--- src/rtl/ppl_pkg.sv ---
// rtl/ppl_pkg.sv - shared types and constants for the pixel sink
//
// Holds the sink state encoding, the default frame geometry and the FIFO
// entry layout shared by ppl_pixel_sink and ppl_sync_fifo.
package ppl_pkg;

  localparam int H_DISP_DEF   = 1280;
  localparam int V_DISP_DEF   = 720;
  localparam int FRAME_PIXELS = H_DISP_DEF * V_DISP_DEF;

  typedef enum logic [1:0] {
    RUN     = 2'd0,
    DRAIN   = 2'd1,
    WAIT_VS = 2'd2,
    SWAP    = 2'd3
  } sink_state_t;

  // Pixel count of a frame; this address value doubles as the end marker.
  function automatic int frame_pixels(input int h_disp, input int v_disp);
    return h_disp * v_disp;
  endfunction

  // FIFO entry layout, MSB first: {bank, addr[addr_w], data[data_w]}.
  function automatic int entry_w(input int addr_w, input int data_w);
    return 1 + addr_w + data_w;
  endfunction

endpackage

--- src/rtl/ppl_sync_fifo.sv ---
// rtl/ppl_sync_fifo.sv - first-word-fall-through synchronous FIFO
//
// Ports:
//   clk, rst    : clock, asynchronous active-high reset
//   push        : write push_data (ignored when full)
//   push_data   : entry to store
//   pop         : drop the head entry (ignored when empty)
//   head        : current head entry, valid whenever empty is low
//   full, empty : registered occupancy flags
module ppl_sync_fifo #(
  parameter int WIDTH = 8,
  parameter int DEPTH = 8
) (
  input  logic             clk,
  input  logic             rst,
  input  logic             push,
  input  logic [WIDTH-1:0] push_data,
  input  logic             pop,
  output logic [WIDTH-1:0] head,
  output logic             full,
  output logic             empty
);

  localparam int PTR_W = $clog2(DEPTH);

  logic [WIDTH-1:0] mem [DEPTH];
  logic [PTR_W-1:0] wr_ptr;
  logic [PTR_W-1:0] rd_ptr;
  logic [PTR_W:0]   count;
  logic [PTR_W:0]   count_nxt;
  logic             do_push;
  logic             do_pop;

  assign do_push = push && !full;
  assign do_pop  = pop && !empty;
  assign head    = mem[rd_ptr];

  always_comb begin
    count_nxt = count;
    if (do_push && !do_pop) begin
      count_nxt = count + 1'b1;
    end else if (do_pop && !do_push) begin
      count_nxt = count - 1'b1;
    end
  end

  // Pointers wrap naturally because DEPTH is a power of two.
  always_ff @(posedge clk or posedge rst) begin
    if (rst) begin
      wr_ptr <= '0;
      rd_ptr <= '0;
      count  <= '0;
      full   <= 1'b0;
      empty  <= 1'b1;
    end else begin
      if (do_push) wr_ptr <= wr_ptr + 1'b1;
      if (do_pop)  rd_ptr <= rd_ptr + 1'b1;
      count <= count_nxt;
      full  <= (count_nxt == (PTR_W+1)'(DEPTH));
      empty <= (count_nxt == '0);
    end
  end

  always_ff @(posedge clk) begin
    if (do_push) mem[wr_ptr] <= push_data;
  end

endmodule

--- src/rtl/ppl_pixel_sink.sv ---
// rtl/ppl_pixel_sink.sv - pixel stream sink into a double-buffered frame buffer
//
// Ports:
//   clk, rst       : clock, asynchronous active-high reset
//   pix_valid      : pipeline presents a pixel
//   pix_addr       : pixel address; H_DISP*V_DISP marks end of frame
//   pix_data       : pixel colour
//   prepare_flag   : pipeline refilling, hold off transfers
//   vs             : frame sync level; rising edge requests a bank swap
//   next_en        : sink ready; transfer on pix_valid && next_en
//   fb_wr_en       : frame buffer write request
//   fb_wr_addr     : {bank, pixel address}
//   fb_wr_data     : write data
//   fb_wr_ready    : frame buffer accepts the write
//   bank_sel       : bank owned by scanout; writes target ~bank_sel
//   frame_done     : one-cycle pulse on bank swap
//   sync_err       : sticky, vs edge arrived before the end marker
//   addr_err       : sticky, out-of-range address received and dropped
module ppl_pixel_sink
  import ppl_pkg::*;
#(
  parameter int H_DISP     = H_DISP_DEF,
  parameter int V_DISP     = V_DISP_DEF,
  parameter int ADDR_W     = 20,
  parameter int DATA_W     = 16,
  parameter int FIFO_DEPTH = 8
) (
  input  logic              clk,
  input  logic              rst,
  input  logic              pix_valid,
  input  logic [ADDR_W-1:0] pix_addr,
  input  logic [DATA_W-1:0] pix_data,
  input  logic              prepare_flag,
  input  logic              vs,
  output logic              next_en,
  output logic              fb_wr_en,
  output logic [ADDR_W:0]   fb_wr_addr,
  output logic [DATA_W-1:0] fb_wr_data,
  input  logic              fb_wr_ready,
  output logic              bank_sel,
  output logic              frame_done,
  output logic              sync_err,
  output logic              addr_err
);

  localparam int                ENTRY_W  = entry_w(ADDR_W, DATA_W);
  localparam logic [ADDR_W-1:0] END_ADDR = ADDR_W'(frame_pixels(H_DISP, V_DISP));

  sink_state_t        state;
  sink_state_t        state_nxt;
  logic               vs_d;
  logic               vs_pend;
  logic               vs_edge;
  logic               fifo_full;
  logic               fifo_empty;
  logic [ENTRY_W-1:0] push_entry;
  logic [ENTRY_W-1:0] head;
  logic               accept;
  logic               is_pix;
  logic               is_end;
  logic               is_bad;

  // Ready depends only on registered state, never on fb_wr_ready; it is
  // also forced low while rst is held so every output reads 0 in reset.
  assign next_en = ~rst & ~fifo_full & ~prepare_flag & (state != SWAP);
  assign accept  = pix_valid & next_en;
  assign is_pix  = accept & (pix_addr <  END_ADDR);
  assign is_end  = accept & (pix_addr == END_ADDR);
  assign is_bad  = accept & (pix_addr >  END_ADDR);

  // Target bank is frozen into the entry when the pixel is accepted.
  assign push_entry = {~bank_sel, pix_addr, pix_data};

  ppl_sync_fifo #(
    .WIDTH (ENTRY_W),
    .DEPTH (FIFO_DEPTH)
  ) u_fifo (
    .clk       (clk),
    .rst       (rst),
    .push      (is_pix),
    .push_data (push_entry),
    .pop       (fb_wr_ready),
    .head      (head),
    .full      (fifo_full),
    .empty     (fifo_empty)
  );

  // Head is gated so the write bus reads 0 (not stale storage) when idle.
  assign fb_wr_en   = ~fifo_empty;
  assign fb_wr_addr = fb_wr_en ? head[ENTRY_W-1:DATA_W] : '0;
  assign fb_wr_data = fb_wr_en ? head[DATA_W-1:0]       : '0;

  assign vs_edge    = vs & ~vs_d;
  assign frame_done = (state == SWAP);

  always_comb begin
    state_nxt = state;
    case (state)
      RUN:     if (is_end)              state_nxt = DRAIN;
      DRAIN:   if (fifo_empty)          state_nxt = WAIT_VS;
      WAIT_VS: if (vs_pend || vs_edge)  state_nxt = SWAP;
      SWAP:                             state_nxt = RUN;
      default:                          state_nxt = RUN;
    endcase
  end

  always_ff @(posedge clk or posedge rst) begin
    if (rst) begin
      state    <= RUN;
      vs_d     <= 1'b0;
      vs_pend  <= 1'b0;
      bank_sel <= 1'b0;
      sync_err <= 1'b0;
      addr_err <= 1'b0;
    end else begin
      state <= state_nxt;
      vs_d  <= vs;
      // An edge in DRAIN is remembered so it survives the move to WAIT_VS.
      if (state == SWAP) begin
        vs_pend <= 1'b0;
      end else if (state == DRAIN && vs_edge) begin
        vs_pend <= 1'b1;
      end
      if (state == SWAP)           bank_sel <= ~bank_sel;
      if (state == RUN && vs_edge) sync_err <= 1'b1;
      if (is_bad)                  addr_err <= 1'b1;
    end
  end

endmodule
--- config.mk ---
export PLATFORM = sky130hd
export DESIGN_NAME = ppl_pixel_sink
export DESIGN_NICKNAME = d
export VERILOG_FILES = /design/src/rtl/ppl_pkg.sv /design/src/rtl/ppl_sync_fifo.sv /design/src/rtl/ppl_pixel_sink.sv
export SDC_FILE = /design/constraint.sdc
export NUM_CORES = 1
export LEC_CHECK = 0
export ABC_AREA = 1
export CORE_UTILIZATION = 59
export CTS_CLUSTER_DIAMETER = 80
export DETAILED_ROUTE_END_ITERATION = 8
export PLACE_DENSITY = 0.8
export SLEW_MARGIN = 0
export SYNTH_ARGS = -nofsm -noshare
export SYNTH_HDL_FRONTEND = slang
export SYNTH_SLANG_ARGS = --single-unit
--- constraint.sdc ---
create_clock -name clk -period 5.3 [get_ports clk]
set_clock_uncertainty 0.2 [all_clocks]
set_input_delay 0.795 -clock clk [delete_from_list [all_inputs] [get_ports clk]]
set_output_delay 0.795 -clock clk [all_outputs]
set_load 0.05 [all_outputs]
==> flow_metrics.tcl, run 1 <==
set metrics [dict create \
    worst_setup_path_startpoint "u_fifo.rd_ptr[0]$_DFFE_PP0P_" \
    die_w_um 149 \
    setup-tns-final_ns 0 \
    fraction_of_the_yosys_area_taken_by_sequential_cells 0.739 \
    worst_skew_pair.late_latency_ns 0.54 \
    route.antenna.remaining_nets 0 \
    timing.critical_path.slowest_cell_delay_ns 0.84 \
    post_detailed_route_wirelength_per_cell_um 19.9 \
    path_buf_inv 3 \
    globalRouteMet2Util 0.411 \
    fillerInstances 1325 \
    tightest_slew_ns 1.15 \
    timing.final.ws_setup_ns 0.556 \
    die_h_um 149 \
    critical-path-slowest-cell "sky130_fd_sc_hd__clkdlybuf4s50_1" \
    hpwl_um 14400 \
    drt_drc 0 \
    finalNonFillerCells 1368 \
    crit_path_max_fanout 71 \
    critPathArrivalTime_ns 3.75 \
    drv.max_cap_violation_count 0 \
    numClockSinks 315 \
    power_density_nw_per_um2 611 \
    totalWireLength_um 27300 \
    number_of_levels_the_h_tree_was_split_into 1 \
    fp-row-count 53 \
    critical_path_cell_count 7 \
    drt_first_pass_iters 5 \
    r2r_slack_ns 2.24 \
    initial_standard_cell_utilization_of_the_core 0.603 \
    worstPathRequired_ns 4.30 \
    grt_overall_usage 0.252 \
    design.core.area_um2 21000 \
    synth.top_cells.by_area "sky130_fd_sc_hd__edfxtp_1 (70%), sky130_fd_sc_hd__nor2_1 (9.4%), sky130_fd_sc_hd__o32ai_1 (5.1%)" \
    post_cts_buffers 0 \
    grt_max_degree 78 \
    io_pins 85 \
    reg2regPathDepth 8 \
    power.static_leakage_nw 5.02 \
    max_slew_vio_count 0 \
    grt_util_met1 0.343 \
    ys_seq_elements 315 \
    met3_usage 0.0451 \
    floorplan.die_area_um2 22100 \
    vdd.ir_drop.worst_mv 0.424 \
    result_of_the_run "finished clean" \
    antenna-diode-count 0 \
    yosys.area_share.simple 0.119 \
    placed_cells_incl_taps 1313 \
    grt.overflow.total 0 \
    portBuffers 84 \
    worst-setup-path-type "reg2out" \
    dominant_combinational_cell_family_by_area_after_synthesis "simple AND/OR/NAND/NOR gates" \
    slew_headroom 0.230 \
    synth.avg_cell_area_um2 12.7 \
    postSynthNetCount 1044 \
    synth_warnings 0 \
    synth_edf_count 296 \
    final_hold_viol_count 0 \
    whs_ns 0.290 \
    first_global_vias 8145 \
    place.gp.congestion 0.797 \
    synth_compound_gate_area_share 0.0981 \
    critical_path.endpoint_type "output pin" \
    grt.busiest_layer "met2" \
    drt-vias-per-instance 5.94 \
    path_clk_slew_ns 0.06 \
    synthCells 994 \
    holdBufCountCts 0 \
    syn_to_final_growth_pct 16.5 \
    worst_hold_path_type "reg2reg" \
    post_synth_instance_area_um2 12700 \
    rsz0062_at_grt "false" \
    final_period_minus_worst_setup_slack_ns 4.74 \
    critical_path.reg2reg.startpoint "state[0]$_DFFE_PP0P_" \
    critical_path.endpoint "fb_wr_addr[19]" \
    multiInputGateArea_um2 2950 \
    fmax_ghz 0.211 \
    cts-root-to-sink-buffers 3 \
    async_reset_ff_frac 0.0603 \
    cts_root_buffer "sky130_fd_sc_hd__clkbuf_16" \
    synthDistinctLibCells 30 \
    timing.final.setup_violations 0 \
    routed-via-count 8125 \
    dr.first_iter.drc_count 895 \
    global_route_wire_length_before_repair_um 42400 \
    finalCritPeriodShare 0.895 \
    cts_tree "done" \
    cts_buffers 30 \
    finish.instance_area_um2 14800 \
    min_path_cells 1 \
    synthFlopType "sky130_fd_sc_hd__edfxtp_1" \
    cp_cell_sequence "inv_4 -> buf_12 -> nor2_1 -> o32ai_1 -> o21ai_0 -> nor2_1 -> clkdlybuf4s50_1" \
    antenna_found_initial 0 \
    synth-adder-area-share 0.00790 \
    detailed_place.area_um2 13800 \
    parity_gate_share_of_the_synthesized_area_counting_xor_and_xnor_cells 0.00346 \
    yosys.cell_count.top_type "sky130_fd_sc_hd__nor2_1" \
    final_layout_size_suffix_gt1_frac 0.0741 \
    timing.critical_path.max_delay_family "buffers and inverters" \
    worst_r2r_endpoint "u_fifo.mem[6][20]$_DFFE_PP_" \
    most_frequent_cell_on_the_critical_path "sky130_fd_sc_hd__nor2_1" \
    seqCellArea_um2 9370 \
    synth.largest_area_cell "sky130_fd_sc_hd__edfxtp_1" \
    critPathLaunchType "flip-flop" \
    synthDominantCellAreaShare 0.701 \
    dp_worst_setup_slack_ns 1.26 \
    top_cells_by_count_synth "sky130_fd_sc_hd__nor2_1 (318), sky130_fd_sc_hd__edfxtp_1 (296), sky130_fd_sc_hd__o21ai_0 (93), sky130_fd_sc_hd__o32ai_1 (74), sky130_fd_sc_hd__nand2_1 (41)" \
    postCtsResizedCells 0 \
    finish.net_count 1120 \
    yosys-mux-area-fraction 0 \
]
-- logic make-up (layout without fill, tap and decap cells) --
kind of cell	count (synthesis)	in the layout
AND/OR/NAND/NOR	388	388
flip-flops	315	315
AO/OA/AOI/OAI	191	191
buffers and inverters	87	186
adder cells (fa/ha/maj)	8	8
XOR/XNOR	5	5
-- worst min path at each step --
stage / start / to / slack (ns)
finish: sync_err$_DFFE_PP0P_ / sync_err$_DFFE_PP0P_ / 0.29
global route: sync_err$_DFFE_PP0P_ / sync_err$_DFFE_PP0P_ / 0.31
CTS: sync_err$_DFFE_PP0P_ / sync_err$_DFFE_PP0P_ / 0.30
detailed placement: sync_err$_DFFE_PP0P_ / sync_err$_DFFE_PP0P_ / 0.28
global placement: sync_err$_DFFE_PP0P_ / sync_err$_DFFE_PP0P_ / 0.27
floorplan: state[1]$_DFFE_PP0P_ / state[1]$_DFFE_PP0P_ / 0.29
-- per-layer routing --
layer | part of all wire | wire, um
met1 | 0.41 | 11200
met2 | 0.49 | 13300
met3 | 0.083 | 2270
met4 | 0.018 | 498
met5 | 0 | 0
-- flip-flops by register name, summed over array words and instances, names as in the netlist, 2 cells and up --
register,cells
u_fifo.count,4
u_fifo.mem,296
u_fifo.wr_ptr,3
state,2
u_fifo.rd_ptr,3
-- through the flow --
| step | utilization | power, W |
|---|---|---|
| 2_1_floorplan | - | 0.00576 |
| 3_3_place_gp | 0.655 | 0.00683 |
| 3_5_place_dp | 0.655 | 0.00691 |
| 4_1_cts | 0.702 | 0.00904 |
| 5_1_grt | 0.702 | 0.00942 |
| 6_report | 0.702 | 0.00902 |
-- placed cells by master (no fill, tap or decap) --
cell | Yosys | routed
sky130_fd_sc_hd__a22oi_1 | 1 | 1
sky130_fd_sc_hd__xor2_1 | 5 | 5
sky130_fd_sc_hd__a31o_2 | 1 | 1
sky130_fd_sc_hd__clkdlybuf4s50_1 | 0 | 84
sky130_fd_sc_hd__ha_1 | 8 | 8
sky130_fd_sc_hd__nand4_1 | 4 | 4
sky130_fd_sc_hd__clkbuf_1 | 28 | 10
sky130_fd_sc_hd__or2_1 | 1 | 1
sky130_fd_sc_hd__a21o_1 | 1 | 1
sky130_fd_sc_hd__nor3_1 | 5 | 1
sky130_fd_sc_hd__nand3b_1 | 1 | 1
sky130_fd_sc_hd__inv_2 | 3 | 2
sky130_fd_sc_hd__or2_2 | 1 | 1
sky130_fd_sc_hd__nor3_2 | 0 | 4
sky130_fd_sc_hd__dfrtp_4 | 0 | 2
sky130_fd_sc_hd__o21ai_1 | 19 | 19
sky130_fd_sc_hd__inv_4 | 0 | 1
sky130_fd_sc_hd__nand2_2 | 1 | 1
sky130_fd_sc_hd__dfrtp_1 | 18 | 16
sky130_fd_sc_hd__clkinvlp_4 | 0 | 2
sky130_fd_sc_hd__buf_4 | 6 | 19
sky130_fd_sc_hd__buf_12 | 0 | 1
sky130_fd_sc_hd__dfstp_2 | 1 | 1
sky130_fd_sc_hd__clkbuf_16 | 0 | 31
sky130_fd_sc_hd__nand3_1 | 15 | 15
sky130_fd_sc_hd__clkinv_8 | 0 | 1
sky130_fd_sc_hd__bufinv_16 | 0 | 3
sky130_fd_sc_hd__o32ai_1 | 74 | 74
sky130_fd_sc_hd__clkinv_2 | 0 | 4
sky130_fd_sc_hd__nand2_1 | 41 | 41
sky130_fd_sc_hd__clkinv_1 | 1 | 3
sky130_fd_sc_hd__clkbuf_8 | 0 | 2
sky130_fd_sc_hd__a21oi_1 | 2 | 2
sky130_fd_sc_hd__nor2_4 | 1 | 5
sky130_fd_sc_hd__nor2_1 | 318 | 314
sky130_fd_sc_hd__edfxtp_1 | 296 | 296
sky130_fd_sc_hd__inv_1 | 23 | 23
sky130_fd_sc_hd__o21ai_0 | 93 | 93
-- report_power, final --
group          internal (W)  switching, W
sequential          0.00287      0.000265
clock               0.00125      0.000862
combinational       0.00120       0.00257
-- cell type report --
cell class                      instances  share of cell area
Multi-Input combinational cell        592               0.200
Inverter                               27             0.00704
Sequential cell                       315               0.635
Tap cell                              275              0.0233
Clock inverter                         12              0.0101
Timing Repair Buffer                  104              0.0680
Clock buffer                           43              0.0570
No activity file was read; power rests on OpenSTA's default activity.
==> run 2, diff against run 1 <==
--- a/config.mk
+++ b/config.mk
@@ -7,7 +7,7 @@
 export LEC_CHECK = 0
 export ABC_AREA = 1
 export CORE_UTILIZATION = 59
-export CTS_CLUSTER_DIAMETER = 80
+export CTS_CLUSTER_DIAMETER = 30
 export DETAILED_ROUTE_END_ITERATION = 8
 export PLACE_DENSITY = 0.8
 export SLEW_MARGIN = 0
==> run 2 against run 1 <==
Core utilization up 3.7 points. Wire length up 9.2%. Clock power increased by 59%. First-iteration DRC count increased by 32%. Fmax up 0.86%. Non-clock buffer count is the same. Cell area rose by 5.3%. Sequential power hardly changed. Setup slack improved by 0.040 ns. Critical path depth unchanged. Via count up 6.5%. Largest power group unchanged. Sequential share of layout area decreased by 3.2 points. Critical path type unchanged.
==> flow_metrics.tcl, run 2 (synthesis gave the netlist of run 1 again) <==
set metrics [dict create \
    critical_path.endpoint_type "output pin" \
    finalCritPeriodShare 0.887 \
    worst_hold_path_type "reg2reg" \
    wl_met3_um 2780 \
    setup-tns-final_ns 0 \
    path_clk_slew_ns 0.05 \
    cp_cell_sequence "inv_4 -> buf_12 -> nor2_1 -> o32ai_1 -> o21ai_0 -> nor2_1 -> clkdlybuf4s50_1" \
    min_path_cells 1 \
    cts-root-to-sink-buffers 3 \
    finish.net_count 1140 \
    most_common_cell_after_layout_fill_and_taps_aside "sky130_fd_sc_hd__nor2_1" \
    power_frac_clock 0.325 \
    timing.final.setup_violations 0 \
    global_route_wire_length_before_repair_um 46000 \
    critical_path.reg2reg.startpoint "state[0]$_DFFE_PP0P_" \
    totalWireLength_um 29800 \
    worstPathRequired_ns 4.30 \
    syn_to_final_growth_pct 22.6 \
    antenna_found_initial 0 \
    p_comb_frac 0.370 \
    floorplan.die_area_um2 22100 \
    grt_overall_usage 0.276 \
    seq_power_share 0.305 \
    grt.overflow.total 0 \
    initial_standard_cell_utilization_of_the_core 0.603 \
    vdd.ir_drop.worst_mv 0.443 \
    reg2regPathDepth 8 \
    design.core.area_um2 21000 \
    antenna-diode-count 0 \
    rsz0062_at_grt "false" \
    crit_path_max_fanout 71 \
    largest_register_ff_count 296 \
    placed_cells_incl_taps 1313 \
    fmax_ghz 0.213 \
    io_pins 85 \
    final_period_minus_worst_setup_slack_ns 4.70 \
    portBuffers 84 \
    worst-setup-path-type "reg2out" \
    cts_tree "done" \
    fraction_of_power_spent_switching_nets 0.389 \
    finish.utilization 0.739 \
    multiInputGateArea_um2 2950 \
    drt-vias-per-instance 6.15 \
    cts_buffers 50 \
    place.gp.congestion 0.797 \
    drt_drc 0 \
    first_global_vias 8837 \
    worst_r2r_endpoint "u_fifo.mem[6][24]$_DFFE_PP_" \
    post_cts_buffers 0 \
    cts_root_buffer "sky130_fd_sc_hd__clkbuf_16" \
    timing.critical_path.slowest_cell_delay_ns 0.83 \
    routed-via-count 8657 \
    most_frequent_cell_on_the_critical_path "sky130_fd_sc_hd__nor2_1" \
    drv.max_cap_violation_count 0 \
    slew_headroom 0.229 \
    reg_top3 "u_fifo.mem x296, u_fifo.count x4" \
    max_slew_vio_count 0 \
    r2r_slack_ns 2.21 \
    holdBufCountCts 0 \
    critPathArrivalTime_ns 3.71 \
    final_layout_size_suffix_gt1_frac 0.106 \
    worstHoldStart "sync_err$_DFFE_PP0P_" \
    die_h_um 149 \
    power.switching_w 0.00401 \
    wl_met2_um 14900 \
    critical-path-slowest-cell "sky130_fd_sc_hd__clkdlybuf4s50_1" \
    power.static_leakage_nw 5.39 \
    drt_first_pass_iters 6 \
    numClockSinks 315 \
    grt_max_degree 78 \
    route.antenna.remaining_nets 0 \
    detail_route.wirelength.met1_um 11500 \
    cellInternalPower_w 0.00631 \
    post_detailed_route_wirelength_per_cell_um 21.2 \
    number_of_levels_the_h_tree_was_split_into 2 \
    tightest_slew_ns 1.16 \
    seqCellArea_um2 9370 \
    result_of_the_run "finished clean" \
    power_density_nw_per_um2 664 \
    finalNonFillerCells 1407 \
    postCtsResizedCells 0 \
    critPathLaunchType "flip-flop" \
    worst_skew_pair.late_latency_ns 0.54 \
    layout.cells.most_common_list "sky130_fd_sc_hd__nor2_1 (314), sky130_fd_sc_hd__edfxtp_1 (296), sky130_fd_sc_hd__o21ai_0 (93), sky130_fd_sc_hd__clkdlybuf4s50_1 (84), sky130_fd_sc_hd__o32ai_1 (74)" \
    fp-row-count 53 \
    largest-register "u_fifo.mem" \
    die_w_um 149 \
    fillerInstances 1199 \
    final_hold_viol_count 0 \
    min_delay_worst_endpoint "sync_err$_DFFE_PP0P_" \
    hpwl_um 14400 \
    routed.top_layer "met4" \
    dr.first_iter.drc_count 1177 \
]
[run 2: worst max-delay path: cells and delay by family, from the launching register on]
family	cells	cell delay, ns
AOI/OAI and AO/OA	2	0.42
and+or+nand+nor	2	0.28
DFF	1	0.71
buffers and inverters	3	1.66
[run 2: per-stage QoR]
step | instance area (um^2) | power, W | worst slack [ns] | hold WS [ns]
2_1_floorplan | 12700 | 0.00576 | 0.486 | 0.291
3_3_place_gp | 13800 | 0.00683 | 1.29 | 0.268
3_5_place_dp | 13800 | 0.00691 | 1.26 | 0.279
4_1_cts | 15500 | 0.0103 | 0.631 | 0.294
5_1_grt | 15500 | 0.0107 | 0.384 | 0.307
6_report | 15500 | 0.0103 | 0.597 | 0.291
[run 2: worst max-delay path by stage]
stage	start	endpoint	slack [ns]	depth (start not counted)
CTS	u_fifo.rd_ptr[0]$_DFFE_PP0P_	fb_wr_addr[17]	0.63	7
floorplan	state[0]$_DFFE_PP0P_	u_fifo.mem[4][0]$_DFFE_PP_	0.49	7
global route	u_fifo.rd_ptr[0]$_DFFE_PP0P_	fb_wr_addr[19]	0.38	7
finish	u_fifo.rd_ptr[0]$_DFFE_PP0P_	fb_wr_addr[7]	0.60	7
global placement	u_fifo.rd_ptr[0]$_DFFE_PP0P_	fb_wr_data[13]	1.29	7
detailed placement	u_fifo.rd_ptr[0]$_DFFE_PP0P_	fb_wr_addr[19]	1.26	7
[run 2: final cells by class]
cell class | count | area share
inverters | 27 | 0.00668
clock inverters | 35 | 0.0257
well taps | 275 | 0.0221
flip-flops and latches | 315 | 0.603
clock buffers | 59 | 0.0881
multi-input cells | 592 | 0.190
repair buffers | 104 | 0.0646
[run 2: power groups by stage]
stage	Combinational (W)	Sequential, W	Clock [W]
finish	0.00382	0.00315	0.00335
global route	0.00406	0.00317	0.00349
CTS	0.00381	0.00314	0.00337
detailed placement	0.00373	0.00318	0
global placement	0.00366	0.00317	0
floorplan	0.00275	0.00301	0
[run 2: layer usage]
layer,global-route usage,up-vias
met1,0.361,4239
met3,0.0518,63
met4,0.117,0
met2,0.454,529
met5,0,-
li1,-,3826
